<file path="config.mk">
export PLATFORM = sky130hd
export DESIGN_NAME = serial_subt_ctrl
export DESIGN_NICKNAME = d
export VERILOG_FILES = /design/src/rtl/serial_subt_ctrl_pkg.sv /design/src/rtl/serial_subt_ctrl_full_subt_bit.sv /design/src/rtl/serial_subt_ctrl.sv
export SDC_FILE = /design/constraint.sdc
export NUM_CORES = 1
export LEC_CHECK = 0
export CAP_MARGIN = 20
export CORE_UTILIZATION = 45
export DETAILED_ROUTE_END_ITERATION = 10
export GPL_TIMING_DRIVEN = 0
export PLACE_DENSITY = 0.78
export SLEW_MARGIN = 5
export SYNTH_ARGS = -nofsm -noshare
export SYNTH_HDL_FRONTEND = slang
export SYNTH_SLANG_ARGS = --single-unit
export TNS_END_PERCENT = 1
</file>
<file path="constraint.sdc">
create_clock -name i_clk -period 1.25 [get_ports i_clk]
set_input_delay 0.25 -clock i_clk [delete_from_list [all_inputs] [get_ports i_clk]]
set_output_delay 0.25 -clock i_clk [all_outputs]
set_load 0.1 [all_outputs]
</file>
<file path="src/rtl/serial_subt_ctrl_pkg.sv">
// Shared definitions for the bit-serial subtractor controller.
package serial_subt_ctrl_pkg;

   typedef enum logic [1:0] {
      IDLE = 2'd0,
      RUN  = 2'd1,
      DONE = 2'd2
   } state_t;

endpackage

</file>
<file path="src/rtl/serial_subt_ctrl_full_subt_bit.sv">
// One-bit full subtractor assembled from two half-subtractor primitives.
module half_subt (
   input  logic i_a,
   input  logic i_b,
   output logic o_diff,
   output logic o_borrow
);
   assign o_diff   = i_a ^ i_b;
   assign o_borrow = ~i_a & i_b;
endmodule

module full_subt_bit (
   input  logic i_a,
   input  logic i_b,
   input  logic i_bin,
   output logic o_diff,
   output logic o_borrow
);
   logic d1, b1, b2;

   half_subt u_hs_ab (
      .i_a      (i_a),
      .i_b      (i_b),
      .o_diff   (d1),
      .o_borrow (b1)
   );

   // Second stage subtracts the incoming borrow; only one stage can borrow at a time.
   half_subt u_hs_bin (
      .i_a      (d1),
      .i_b      (i_bin),
      .o_diff   (o_diff),
      .o_borrow (b2)
   );

   assign o_borrow = b1 | b2;
endmodule

</file>
<file path="src/rtl/serial_subt_ctrl.sv">
// Bit-serial A - B controller: one full-subtract slice reused LSB first over WIDTH cycles.
module serial_subt_ctrl
   import serial_subt_ctrl_pkg::*;
#(
   parameter int WIDTH = 8
) (
   input  logic             i_clk,
   input  logic             i_rst,
   input  logic             i_start,
   input  logic [WIDTH-1:0] i_a,
   input  logic [WIDTH-1:0] i_b,
   output logic             o_busy,
   output logic             o_done,
   output logic [WIDTH-1:0] o_diff,
   output logic             o_borrow
);
   localparam int CW = $clog2(WIDTH);
   localparam logic [CW-1:0] LAST = CW'(WIDTH - 1);

   state_t         state, state_next;
   logic [WIDTH-1:0] a_sr, b_sr, diff_sr;
   logic           bin, borrow_out;
   logic [CW-1:0]  count;
   logic           slice_d, slice_bout;
   logic           accept, last_bit;

   full_subt_bit u_slice (
      .i_a      (a_sr[0]),
      .i_b      (b_sr[0]),
      .i_bin    (bin),
      .o_diff   (slice_d),
      .o_borrow (slice_bout)
   );

   assign accept   = (state != RUN) && i_start;
   assign last_bit = (count == LAST);

   always_ff @(posedge i_clk or posedge i_rst) begin
      if (i_rst) state <= IDLE;
      else       state <= state_next;
   end

   always_comb begin
      state_next = state;
      case (state)
         IDLE:    state_next = i_start ? RUN : IDLE;
         RUN:     state_next = last_bit ? DONE : RUN;
         DONE:    state_next = i_start ? RUN : IDLE;
         default: state_next = IDLE;
      endcase
   end

   always_comb begin
      o_busy = (state == RUN);
      o_done = (state == DONE);
   end

   always_ff @(posedge i_clk or posedge i_rst) begin
      if (i_rst) begin
         a_sr       <= '0;
         b_sr       <= '0;
         diff_sr    <= '0;
         bin        <= 1'b0;
         borrow_out <= 1'b0;
         count      <= '0;
      end else if (accept) begin
         a_sr  <= i_a;
         b_sr  <= i_b;
         bin   <= 1'b0;
         count <= '0;
      end else if (state == RUN) begin
         a_sr    <= {1'b0, a_sr[WIDTH-1:1]};
         b_sr    <= {1'b0, b_sr[WIDTH-1:1]};
         diff_sr <= {slice_d, diff_sr[WIDTH-1:1]};
         bin     <= slice_bout;
         count   <= count + CW'(1);
         if (last_bit) borrow_out <= slice_bout;
      end
   end

   assign o_diff   = diff_sr;
   assign o_borrow = borrow_out;
endmodule

</file>
==> results of run 1 <==
## sequential cells by signal, indices dropped and copies added, names as in the netlist
| name | cells |
|---|---|
| a_sr | 8 |
| bin | 1 |
| b_sr | 8 |
| state | 2 |
| o_borrow | 1 |
| o_diff | 8 |
| count | 3 |
## repair_timing
item | CTS | global route
cloned | 0 | 0
setup endpoints to repair | 29 | 34
resized for setup | 89 | 12
pin swaps | 1 | 0
hold buffers | 0 | 0
setup buffers | 2 | 0
## metal layers
layer  up-vias  part of all wire
met5         -                 0
met4         0            0.0041
met3         2             0.059
met2        29              0.50
met1       447              0.44
li1        411                 -
## worst max-delay path, delay by kind of cell (launching register included)
family	cells	cell delay [ps]
and+or+nand+nor	1	160
buffers and inverters	2	240
DFF	1	410
## through the flow
step	cell area, um^2	cells	TNS (ps)
2_1_floorplan	1515	97	-675.1
3_3_place_gp	1861	170	-24040
3_5_place_dp	1888	171	-12470
4_1_cts	2016	181	-685.9
5_1_grt	2067	181	-1802
6_report	2067	181	-680.2
## cell usage in the layout (no fill, tap or decap)
master,netlist,layout
inv_1,5,5
nand2b_1,3,2
dfrtp_1,31,30
inv_4,0,1
nor2b_4,0,1
fa_1,1,1
nor2b_1,3,2
o22ai_1,1,1
and3b_1,1,1
nand2b_4,0,1
buf_6,2,5
mux2_4,23,23
clkdlybuf4s50_1,0,17
buf_16,0,1
buf_8,0,1
nor2_1,2,2
dlygate4sd2_1,0,1
clkinv_2,0,3
dfrtp_2,0,1
buf_12,0,9
clkbuf_4,0,5
ha_1,2,2
mux2i_1,5,5
buf_4,2,2
mux2_2,15,15
## area by class of cell
class                   instances  area (um^2)
fillers                       243         1036
flip-flops and latches         31        777.0
multi-input cells              56        684.4
repair buffers                 32        410.4
plain buffers                   4        62.56
well taps                      44        55.05
clock buffers                   5        37.54
inverters                       6        25.02
clock inverters                 3        15.01
## cell usage after synthesis (all sizes together)
cell type	instances	share of area
mux2	38	0.34
nor2b	3	0.012
mux2i	5	0.033
o22ai	1	0.0042
inv	6	0.015
ha	2	0.017
and3b	1	0.0058
nor2	2	0.0050
fa	1	0.013
nand2b	3	0.012
buf	4	0.025
dfrtp	31	0.52
## cell families (layout without fill, tap and decap cells)
family / count (synthesis) / after routing / share of synthesized area
mux: 43 / 43 / 0.3749
flops: 31 / 31 / 0.5154
compound gates: 1 / 1 / 0.004159
simple gates: 9 / 9 / 0.03575
buf+inv: 10 / 50 / 0.03990
fa+ha+maj: 3 / 3 / 0.02992
## path summary, 6_finish.rpt
path | end | cells after the start
setup reg to reg | o_diff[7] | 3
min in group i_clk | count[0] | 1
setup / recovery | o_busy | 3
hold reg to reg | count[0] | 1
hold / removal | a_sr[2] | 2
max in group asynchronous | state[0] | 3
==> flow_summary.yaml, run 1 <==
cts:
  clock_latency_ps: 330
  htree_num_levels: 2
  cts_buffers: 5
  cts-root-buf: "clkbuf_4"
  cts_buffer_depth: 2
  clk_pin_slew_ps: 100
  cts_tree: "built"
  clock_sinks: 31
routing:
  routed_via_density: 4.912
  drc: 0
  wl_per_cell_um: 14.99
  routed_wirelength_mm: 2.713
  first_pass_iters: 4
  drtIter0Drc: 6
  postRouteAntennaNets: 0
  via_count: 889
logic_synthesis:
  ys_warn_count: 0
  yosysSeqAreaShare: 0.5154
  syn-cell-area_um2: 1505
  syn_avg_cell_area_um2: 15.52
  synth_seq_cells: 31
  syn_inst: 97
  synth.distinct_cells: 15
  syn_nets: 119
worst_hold_path:
  hold_path_class: "in2async"
finish:
  nets: 158
  diodes: 0
  final_util: 0.6661
  drive_gt1_frac: 0.4964
  syn2layout_area_growth_pct: 37.32
place:
  pre_cts_ws_ps: -864.4
  hpwl_mm: 1.864
  io_buffers: 29
  finalWeightedCongestion: 0.6753
die:
  die_y_um: 59.84
  start_util: 0.4851
  die_area_um2: 3580
  core-area_um2: 3103
  die_w_um: 59.84
  ios: 30
  core.rowCount: 20
sta:
  tightest_slew_ps: 673.1
  skew_ps: 9.486
  finalHoldViolCount: 0
  rsz0062_at_grt: "true"
  fin_crit_ps: 1378
  max_clock_freq_mhz: 725.5
  holdWs_ps: 314.8
  setup_slack_ps: -128.3
  relSlewSlack: 0.5507
  period_share: 1.103
  setup_viol: 25
  slew_violations: 0
worst_setup_path:
  crit_start: "state[1]"
  crit_path_end_kind: "primary output"
  startpoint_type: "flip-flop"
  slowest_stage: "dfrtp_1"
  required_ps: 1000
  crit_chain: "nand2b_4 -> inv_4 -> buf_12"
  slowest_delay_ps: 410
  path_class: "reg2out"
  r2r-start: "bin"
  r2r_setup_slack_ps: -60
  crit_path_max_fanout: 3
  cp.arrival_ps: 1130
global_routing:
  first_global_vias: 986
  antenna_found_initial: 0
  overflow: 0
  met2_usage: 0.2794
  grt_usage: 0.1777
  met1_usage: 0.2169
  grt_use_met3: 0.08009
  grt_pass1_wl_mm: 4.416
  busiest_layer: "met2"
  grt_max_degree: 17
outcome:
  outcome: "complete, but fails checks"
  violations: "setup timing"
flow_run:
  cap_violations: 0
Power of run 1 is not shown: default switching activity piles up to over one toggle a cycle in this logic, so the estimate is an artifact.
==> inputs of run 2 (changes only) <==
- ABC_AREA: default -> 1
- ABC_CLOCK_PERIOD_IN_PS: default -> 1250
- CELL_PAD_IN_SITES_DETAIL_PLACEMENT: default -> 1
- CELL_PAD_IN_SITES_GLOBAL_PLACEMENT: default -> 2
- CORE_UTILIZATION: 45 -> 26
- PLACE_DENSITY: 0.78 -> 0.77
==> run 2 against run 1 <==
The flow still finishes with violations (setup timing); design area shrank 4.8%; critical path depth grew 1; routed wire length grew 35%; final cell count grew 48%; sequential cell count is the same; register-to-register slack gained 120 ps; critical endpoint unchanged; largest cell class unchanged.
==> flow_summary.yaml, run 2 <==
outcome:
  outcome: "complete, but fails checks"
  violations: "setup timing"
worst_hold_path:
  holdCritStartpoint: "i_start"
  hold_path_class: "in2reg"
  hold_depth: 3
routing:
  via_count: 1230
  postRouteAntennaNets: 0
  wl_per_cell_um: 13.65
  routed_wirelength_mm: 3.658
  drc: 0
  drtIter0Drc: 42
  routed_via_density: 4.590
  first_pass_iters: 4
global_routing:
  grt_pass1_wl_mm: 6.182
  overflow: 0
  first_global_vias: 1320
  grt_usage: 0.1518
  antenna_found_initial: 0
  grt_max_degree: 21
logic_synthesis:
  synth_top_area_cell: "dfrtp_1"
  syn-cell-area_um2: 1395
  syn_avg_cell_area_um2: 8.943
  synth_edf_count: 0
  synth_top_area_frac: 0.5561
  synth.distinct_cells: 17
  synthArstFlopShare: 1.000
  yosysSeqAreaShare: 0.5561
  synth_area_leaders: "dfrtp_1 (56%), nand3_1 (18%), nand2_1 (11%), inv_1 (1.9%), buf_2 (1.8%)"
  yosys.cell_count.top_type: "nand3_1"
  syn_inst: 156
  yosys-top-cells-count: "nand3_1 (50), nand2_1 (42), dfrtp_1 (31)"
  syn_nets: 178
  synth_top_flop_cell: "dfrtp_1"
  synth_seq_cells: 31
  ys_warn_count: 0
finish:
  diodes: 0
  multiInputGateArea_um2: 519.2
  final_common_cell: "nand3_1"
  syn2layout_area_growth_pct: 40.99
  layout_common_cells: "nand3_1 (50), nand2_1 (42), dfrtp_1 (30)"
  drive_gt1_frac: 0.2121
  nets: 219
  fill_cells: 624
  register_area_um2: 777.0
  fin_area_um2: 1967
worst_setup_path:
  r2r-start: "state[0]"
  startpoint_type: "flip-flop"
  crit_path_end_kind: "primary output"
  r2r_cells: 7
  required_ps: 1000
  crit_chain: "inv_2 -> nor2_4 -> buf_6 -> buf_12"
  slowest_delay_ps: 380
  slowest_stage: "dfrtp_2"
  path_class: "reg2out"
  crit_start: "state[0]"
  endpoint: "o_busy"
  reg2reg_to: "b_sr[0]"
  cp.arrival_ps: 1110
  crit_path_max_fanout: 3
  r2r_setup_slack_ps: 60
sta:
  relSlewSlack: 0.6088
  period_share: 1.092
  rsz0062_at_grt: "true"
  slew_violations: 0
  fin_crit_ps: 1365
  setup_slack_ps: -114.6
  fin_tns_setup_ps: -226.2
  setup_viol: 2
  holdWs_ps: 304.5
  finalHoldViolCount: 0
  tightest_slew_ps: 586.1
  max_clock_freq_mhz: 732.8
  skew_ps: 5.623
power_and_ir_drop:
  powerDensity_nw_per_um2: 2891
  p_leak_nw: 0.9582
  vdd_drop_max_mv: 0.8981
cts:
  clock_sinks: 31
  htree_num_levels: 2
  clock_latency_ps: 280
  cts_tree: "built"
  postCtsHoldBufs: 0
  cts-root-buf: "clkbuf_8"
  cts_buffers: 5
  cts_buffer_depth: 2
  clk_pin_slew_ps: 60
place:
  hpwl_mm: 2.579
  placed_area_um2: 1798
  finalWeightedCongestion: 0.7556
  io_buffers: 28
die:
  die_w_um: 75.25
  ios: 30
  die_y_um: 75.25
  core-area_um2: 5140
  start_util: 0.2714
  die_area_um2: 5663
  core.rowCount: 26
flow_run:
  cap_violations: 0
## run 2: changes by cell type after synthesis, moves of 2 or more
cell | previous run | this run
nand3_1 | 0 | 50
nand2_1 | 0 | 42
mux2_4 | 23 | 0
mux2_2 | 15 | 0
buf_2 | 0 | 5
mux2i_1 | 5 | 0
o21ai_0 | 0 | 5
nand2b_1 | 3 | 0
nor2b_1 | 3 | 0
inv_1 | 5 | 7
## run 2: critical path: cells and delay by family (launching register included)
kind | cells | cell delay (ps)
flip-flops | 1 | 380
buffers and inverters | 3 | 330
AND/OR/NAND/NOR | 1 | 120
## run 2: through the flow
step | std cells | total power (W) | util | setup slack (ps)
4_1_cts | 267 | 0.005711 | 0.3797 | -168.9
3_5_place_dp | 255 | 0.004518 | 0.3498 | -1064
6_report | 268 | 0.005686 | 0.3827 | -114.6
3_3_place_gp | 254 | 0.004414 | 0.3445 | -1055
2_1_floorplan | 156 | 0.003767 | - | -2.397
5_1_grt | 268 | 0.006060 | 0.3827 | -170.5
## run 2: power breakdown
part	internal, W	total [W]	switching [W]
logic	0.000936	0.00299	0.00205
clock network	0.000644	0.00102	0.000376
registers	0.00142	0.00168	0.000256
## run 2: what timing repair did
action | 4_1_cts | 5_1_grt
buffers inserted | 4 | 1
resized for setup | 75 | 3
hold endpoints to repair | 0 | 0
endpoints found under the setup margin | 11 | 23
pin swaps | 1 | 1
## run 2: kinds of logic (layout without fill, tap and decap cells)
group | count (synthesis) | count (layout) | synth area share
AO/OA/AOI/OAI | 6 | 6 | 0.02242
AND/OR/NAND/NOR | 96 | 96 | 0.3121
flip-flops | 31 | 31 | 0.5561
buffers and inverters | 20 | 62 | 0.07713
adder cells (fa/ha/maj) | 3 | 3 | 0.03228
## run 2: layer usage
| layer | GRT usage | part of all wire | vias up |
|---|---|---|---|
| li1 | - | - | 592 |
| met1 | 0.1838 | 0.46 | 603 |
| met2 | 0.2573 | 0.48 | 28 |
| met3 | 0.04819 | 0.049 | 7 |
| met4 | 0.04938 | 0.013 | 0 |
| met5 | 0 | 0 | - |
## run 2: how the worst min path moves through the flow
stage / endpoint / slack (ps)
after floorplan: a_sr[0] / 350
after global routing: a_sr[3] / 310
final: b_sr[1] / 300
after detailed placement: o_diff[0] / 480
after global placement: o_diff[0] / 460
after CTS: b_sr[1] / 300
## run 2: layout make-up
cell class	instances	area share
flip-flops and latches	31	0.3950
multi-input cells	105	0.2640
repair buffers	34	0.1762
well taps	70	0.04453
plain buffers	11	0.04326
clock buffers	6	0.04198
clock inverters	2	0.01781
inverters	9	0.01718
Note: power is estimated with default switching activity, not from simulation.
